--- config.mk ---
export PLATFORM = sky130hd
export DESIGN_NAME = m107_rom_responder
export DESIGN_NICKNAME = d
export VERILOG_FILES = /design/src/rtl/m107_pkg.sv /design/src/rtl/m107_rom_responder.sv
export SDC_FILE = /design/constraint.sdc
export NUM_CORES = 1
export LEC_CHECK = 0
export CAP_MARGIN = 20
export CORE_UTILIZATION = 45
export CTS_CLUSTER_DIAMETER = 50
export DETAILED_ROUTE_END_ITERATION = 8
export PLACE_DENSITY = 0.84
export SLEW_MARGIN = 40
export SYNTH_ARGS = -nofsm -noshare
export SYNTH_HDL_FRONTEND = slang
export SYNTH_SLANG_ARGS = --single-unit
export TNS_END_PERCENT = 20
--- constraint.sdc ---
create_clock -name clk -period 2 [get_ports clk]
set_input_delay 0.2 -clock clk [delete_from_list [all_inputs] [get_ports clk]]
set_output_delay 0.2 -clock clk [all_outputs]
set_load 0.01 [all_outputs]
--- src/rtl/m107_pkg.sv ---
// Shared types and constants for the m107 ROM responder.
package m107_pkg;

    typedef enum logic [1:0] {
        ST_IDLE = 2'd0,
        ST_HIT  = 2'd1,
        ST_FILL = 2'd2,
        ST_RESP = 2'd3
    } rom_resp_state_t;

    localparam int ROM_LINE_BYTES = 8;

    // Pick one 16-bit word out of a 64-bit line; word 0 lives in bits [15:0].
    function automatic logic [15:0] line_word(input logic [63:0] line, input logic [1:0] ws);
        logic [15:0] word;
        case (ws)
            2'd0:    word = line[15:0];
            2'd1:    word = line[31:16];
            2'd2:    word = line[47:32];
            2'd3:    word = line[63:48];
            default: word = 16'h0000;
        endcase
        return word;
    endfunction

endpackage

--- src/rtl/m107_rom_responder.sv ---
// Services CPU ROM word reads from SDRAM through a single 64-bit line buffer.
module m107_rom_responder
    import m107_pkg::*;
#(
    parameter logic [24:0] ROM_BASE = 25'h0000000
) (
    input  logic        clk,
    input  logic        reset,
    input  logic        cpu_rd_req,
    input  logic        cpu_rom_memrq,
    input  logic [19:0] rom_addr,
    input  logic        invalidate,
    output logic [15:0] cpu_dout,
    output logic        cpu_ready,
    output logic        busy,
    output logic [24:0] sdr_addr,
    output logic        sdr_req,
    input  logic        sdr_ack,
    input  logic [63:0] sdr_data
);

    rom_resp_state_t state_r;
    logic            line_valid_r;
    logic [16:0]     line_tag_r;
    logic [63:0]     line_data_r;
    logic [19:1]     addr_r;
    logic            fill_inv_r;

    logic            accept_s;
    logic            hit_s;
    logic            ack_match_s;
    logic [24:0]     fill_addr_s;
    logic            unused_addr_bit_s;

    // Request qualification, hit detection and fill address (wraps modulo 2^25).
    always_comb begin
        accept_s          = cpu_rd_req & cpu_rom_memrq & (state_r == ST_IDLE);
        hit_s             = line_valid_r & (line_tag_r == rom_addr[19:3]) & ~invalidate;
        ack_match_s       = (sdr_ack == sdr_req);
        fill_addr_s       = ROM_BASE + (25'(rom_addr[19:3]) * 25'(ROM_LINE_BYTES));
        unused_addr_bit_s = rom_addr[0];
    end

    // Main responder FSM, SDRAM toggle handshake and registered CPU outputs.
    always_ff @(posedge clk) begin
        if (reset) begin
            state_r     <= ST_IDLE;
            line_tag_r  <= 17'd0;
            line_data_r <= 64'd0;
            addr_r      <= 19'd0;
            fill_inv_r  <= 1'b0;
            cpu_dout    <= 16'h0000;
            cpu_ready   <= 1'b0;
            busy        <= 1'b0;
            sdr_addr    <= 25'd0;
            sdr_req     <= 1'b0;
        end else begin
            cpu_ready <= 1'b0;
            case (state_r)
                ST_IDLE: begin
                    if (accept_s) begin
                        addr_r     <= rom_addr[19:1];
                        busy       <= 1'b1;
                        fill_inv_r <= 1'b0;
                        if (hit_s) begin
                            state_r <= ST_HIT;
                        end else begin
                            state_r  <= ST_FILL;
                            sdr_addr <= fill_addr_s;
                            sdr_req  <= ~sdr_req;
                        end
                    end
                end
                ST_HIT, ST_RESP: begin
                    cpu_dout  <= line_word(line_data_r, addr_r[2:1]);
                    cpu_ready <= 1'b1;
                    busy      <= 1'b0;
                    state_r   <= ST_IDLE;
                end
                ST_FILL: begin
                    // Remember any invalidate seen while the fill is in flight.
                    if (invalidate) begin
                        fill_inv_r <= 1'b1;
                    end
                    if (ack_match_s) begin
                        line_data_r <= sdr_data;
                        line_tag_r  <= addr_r[19:3];
                        state_r     <= ST_RESP;
                    end
                end
                default: begin
                    state_r <= ST_IDLE;
                    busy    <= 1'b0;
                end
            endcase
        end
    end

    // Line valid flag: invalidate wins in every state, including the fill completion cycle.
    always_ff @(posedge clk) begin
        if (reset) begin
            line_valid_r <= 1'b0;
        end else if ((state_r == ST_FILL) && ack_match_s) begin
            line_valid_r <= ~(fill_inv_r | invalidate);
        end else if (invalidate) begin
            line_valid_r <= 1'b0;
        end
    end

endmodule

# After elaboration in Yosys (flattened, before gate mapping)
# Index checks and enable logic that the tools add are counted.
dict set report word_totals {
  inputBits 90
  elab_cells 57
  register_bits 140
}
dict set report op_classes {
  n_eq_ne 11
  n_reduce_logical 13
  mux 13
  bitwise 9
}
# cell n
set ops {}
lappend ops {{case mux 16 bit (4 select lines)} 1}
lappend ops {{equality test 17 bit} 1}
lappend ops {{equality test 2 bit (second input constant)} 4}
lappend ops {{AND reduction 2 bit} 4}
lappend ops {{2-to-1 mux 1 bit} 6}
lappend ops {{2-to-1 mux 2 bit} 3}
lappend ops {{inequality test 2 bit (second input constant)} 3}
lappend ops {{case mux 2 bit (3 select lines)} 1}
lappend ops {{AND reduction 3 bit} 2}
lappend ops {{nonzero test 2 bit} 3}
lappend ops {{AND 1 bit} 4}
lappend ops {{equality test 2 x 1 -> 1 bit (second input constant)} 2}
lappend ops {{logical NOT 2 bit} 2}
lappend ops {{inverter 1 bit} 4}
lappend ops {{case mux 1 bit (2 select lines)} 2}
lappend ops {{OR reduction 2 bit} 1}
lappend ops {{equality test 1 bit} 1}
lappend ops {{logical AND 1 bit} 1}
lappend ops {{bitwise OR 1 bit} 1}

# Logic depth before layout (Yosys ltp)
dict set report logic_depth {
  depth_word 6
  ltp_mapped 6
  ltp_nobuf 5
}

# Worst setup path before layout
# No wires, ideal clock.
dict set report synth_timing {
  kind {register -> register}
  startpoint {reg addr_r[1] (netlist bit)}
  endpoint {reg cpu_dout[15]}
  t_required_ns 1.872
  path_stages_with_launch 6
  synth_period_minus_slack_ns 1.643
  n_path_buf 2
  slack_ns 0.357
  setup_time_ns 0.128
  arrival_time_ns 1.516
  path_cell_list {dfxtp_1 -> buf_2 -> buf_2 -> mux4_2 -> mux2i_1 -> nor2_1}
}
dict set report synth_between {
  elab_chain_cells 2
}
# item line_no
set synth_lines {}
lappend synth_lines {{from (decl)} m107_rom_responder.sv:26} ;# logic [19:1] addr_r;
lappend synth_lines {{from (signal assigned)} m107_rom_responder.sv:62} ;# addr_r <= rom_addr[19:1];
lappend synth_lines {{equality test 2 bit (tied with other cells)} m107_pkg.sv:16} ;# case (ws)
lappend synth_lines {{case mux 16 bit (4 select lines) (*)} m107_pkg.sv:16}
lappend synth_lines {{to (signal assigned)} m107_rom_responder.sv:75} ;# cpu_dout <= line_word(line_data_r, addr_r[2:1]);
lappend synth_lines {{to (decl)} m107_rom_responder.sv:13} ;# output logic [15:0] cpu_dout,
# Mark *: on every way between the ends. The rest lies on a longest branch, timed or not.
# A chain may end at the register's enable or synchronous reset.

# Worst setup path after layout
dict set report layout_timing {
  startpoint {reg line_valid_r}
  endpoint {reg sdr_addr[16]}
}
dict set report layout_between {
  elab_chain_cells 4
}
# item line_no
set layout_lines {}
lappend layout_lines {{from (decl)} m107_rom_responder.sv:23} ;# logic line_valid_r;
lappend layout_lines {{from (signal assigned)} m107_rom_responder.sv:104} ;# line_valid_r <= ~(fill_inv_r | invalidate);
lappend layout_lines {{AND 1 bit (2 in series)} m107_rom_responder.sv:38} ;# hit_s = line_valid_r & (line_tag_r == rom_addr[19:3]) & ~invalidate;
lappend layout_lines {{inverter 1 bit (no source line)} -}
lappend layout_lines {{AND reduction 3 bit (no source line)} -}
lappend layout_lines {{to (signal assigned)} m107_rom_responder.sv:69} ;# sdr_addr <= fill_addr_s;
lappend layout_lines {{to (decl)} m107_rom_responder.sv:16} ;# output logic [24:0] sdr_addr,
# Every way passes these cells.

==> flow_summary_export.csv <==
group,metric,value,unit
placement,portBuffers,124,
global_routing,grt_antenna_before_repair,0,
placement,dp_hpwl,9.30,mm
global_routing,busiest_layer,"met2",
timing,setup_viol,0,
global_routing,grtUsageMet3,6.70,%
timing,min_period,1.87,ns
yosys,synth.yosys.seq_area_share,49.8,%
clocking,clkSinkCount,140,
clocking,h-tree-depth,4,
setup_path,crit_path_end_kind,"flip-flop",
timing,hold_viol,0,
global_routing,grt_overflow,0,
power_and_ir_drop,combPwrFrac,10.6,%
power_and_ir_drop,p_sw,0.00161,W
global_routing,grt_max_degree,86,
min_path,holdCritStartpoint,"reset",
timing,setup_ws,0.127,ns
setup_path,critPathMaxFanout,19,
clocking,cts.clk_slew.worst_paths,0.06,ns
yosys,yosys.area.top_type,"dfxtp_1",
timing,period_share,93.7,%
finish,antenna_cells,0,
route,wl_per_cell,14.8,um
timing,fmax,0.534,GHz
setup_path,cp.required,2.28,ns
power_and_ir_drop,p_per_area,892,nW/um2
die,die_h,114,um
route,routed-via-count,4967,
die,die_w,114,um
global_routing,met2_usage,37.6,%
power_and_ir_drop,leakage,2.70,nW
clocking,cts_resized,0,
yosys,yosysWarnings,0,
timing,drv_slew,0,
power_and_ir_drop,p_int,0.00533,W
finish,area_growth,38.1,%
setup_path,r2r_start,"line_valid_r",
timing,skew,0.0101,ns
route,ant_nets,0,
yosys,synth_area_per_cell,8.58,um2
timing,setup-tns-final,0,ns
yosys,synth.cells.most_frequent,"nand2_1 (221), dfxtp_1 (140), a21oi_1 (102)",
route,drt_wl_total,14.2,mm
clocking,ctsHoldBuffers,0,
global_routing,use_met1,29.3,%
timing,rsz0062_at_grt,"no",
power_and_ir_drop,swShare,23.2,%
clocking,clockRootBuffer,"clkbuf_16",
die,coreArea,12100,um2
yosys,ys_types,35,
power_and_ir_drop,vdd_ir_drop_max,0.491,mV
global_routing,grt_pass1_vias,4787,
die,io_pins,134,
global_routing,grt_pass1_wl,23.2,mm
yosys,yosys.area.top_type_share,49.8,%
setup_path,crit_arrival,2.15,ns
global_routing,track_usage,23.0,%
setup_path,critPathLaunchType,"flip-flop",
job,drv_cap,0,
route,first_iter_violations,376,
placement,gp_congestion,0.824,
die,start_util,46.5,%
min_path,hp-class,"input pin to flip-flop",
run_status,status,"finished, final reports clean",
finish,final_nets,874,
route,dr.pass1.iters,4,
yosys,synth_most_common_cell,"nand2_1",
yosys,netlist_instances,656,
clocking,cts_tree,"done",
clocking,clockBufferDepth,2,
route,drc,0,
yosys,syn-cell-area,5630,um2
clocking,clock_latency,0.41,ns
die,placementRows,40,
yosys,ys_ff_latch,140,
clocking,cts-buffers-inserted,17,
setup_path,critical_path_class,"flip-flop to flip-flop",
clocking,cts_setup_buffers,0,
placement,pre_cts_ws,-0.185,ns
yosys,synth.area.top_cells,"dfxtp_1 (50%), nand2_1 (15%), a21oi_1 (9.1%), mux4_2 (6.4%), mux2i_1 (2.8%)",
route,via_per_inst,5.15,
yosys,async_reset_ff_share,0,%
die,fp.dieArea,13000,um2
power_and_ir_drop,sequentialPowerShare,42.7,%
power_and_ir_drop,clkPwrFrac,46.7,%
finish,drive_gt1_share,11.4,%
yosys,synth-edff-count,0,
yosys,synthFlopType,"dfxtp_1",
setup_path,startpoint,"line_valid_r",
## flip-flops by register name, indices dropped and copies added, names as in the netlist, 2 cells and up
register	count
sdr_addr	17
line_tag_r	17
addr_r	19
state_r	2
line_data_r	64
cpu_dout	16
## final cells by class
cell class | count | area (um2)
inverter | 2 | 7.51
clock inverter | 12 | 164
tap | 168 | 210
fill | 1009 | 4340
sequential | 140 | 2800
multi-input combinational | 465 | 2580
clock buffer | 20 | 457
timing repair buffer | 158 | 1560
## layout by cell type, fill, tap and decap left out, types with 2 or more instances in the layout
| master | instances |
|---|---|
| buf_12 | 5 |
| buf_4 | 30 |
| o21ai_0 | 4 |
| a21oi_1 | 102 |
| clkdlybuf4s50_1 | 123 |
| clkbuf_8 | 2 |
| clkinv_4 | 4 |
| dfxtp_1 | 140 |
| inv_1 | 2 |
| nor2_1 | 19 |
| mux2i_1 | 16 |
| clkinvlp_4 | 4 |
| o22ai_1 | 17 |
| nand2b_1 | 23 |
| bufinv_16 | 3 |
| xnor2_1 | 14 |
| nor2b_1 | 3 |
| mux4_2 | 16 |
| conb_1 | 8 |
| clkbuf_16 | 17 |
| nand2_1 | 221 |
| nand4_1 | 6 |
## cell families (layout without fill, tap and decap cells)
| group | after synthesis | count (layout) | synth area share [%] |
|---|---|---|---|
| simple gates | 282 | 282 | 21.4 |
| mux | 32 | 32 | 9.24 |
| other cells | 1 | 8 | 0.0666 |
| flops | 140 | 140 | 49.8 |
| buf+inv | 58 | 192 | 5.00 |
| compound gates | 128 | 128 | 12.2 |
| xor+xnor | 15 | 15 | 2.33 |
## final timing paths
check	endpoint	slack, ns	depth (start not counted)
setup / recovery	sdr_addr[16]	0.13	5
hold / removal	line_tag_r[6]	0.14	2
setup reg to reg	sdr_addr[16]	0.13	5
hold reg to reg	line_tag_r[5]	0.45	2
## stage by stage
stage / instances / utilization (%) / area [um2] / hold WS, ns / total power [W]
after global placement: 933 / 59.1 / 7150 / 0.436 / 0.00373
after floorplan: 663 / - / 5660 / 0.290 / 0.00338
after CTS: 965 / 64.2 / 7770 / 0.136 / 0.00696
after detailed placement: 933 / 59.1 / 7150 / 0.444 / 0.00375
final: 965 / 64.2 / 7770 / 0.144 / 0.00694
after global routing: 965 / 64.2 / 7770 / 0.148 / 0.00718
## power by group through the flow
stage	clock [W]	combinational, W	sequential, W
3_3_place_gp	0	0.000715	0.00302
4_1_cts	0.00326	0.000734	0.00296
2_1_floorplan	0	0.000364	0.00301
5_1_grt	0.00341	0.000797	0.00298
6_report	0.00324	0.000734	0.00296
3_5_place_dp	0	0.000726	0.00302
## critical path: stages, from the launching register on
cell	delay (ns)
dfxtp_1	0.36
nor2b_1	0.17
nand4_1	0.17
or4_4	0.61
nor2_8	0.29
o22ai_1	0.14
## routing by layer
layer,wire length [um],vias up
li1,-,2429
met1,6300,2363
met2,6870,162
met3,925,13
met4,134,0
met5,0,-
No activity file was read; power rests on OpenSTA's default activity.
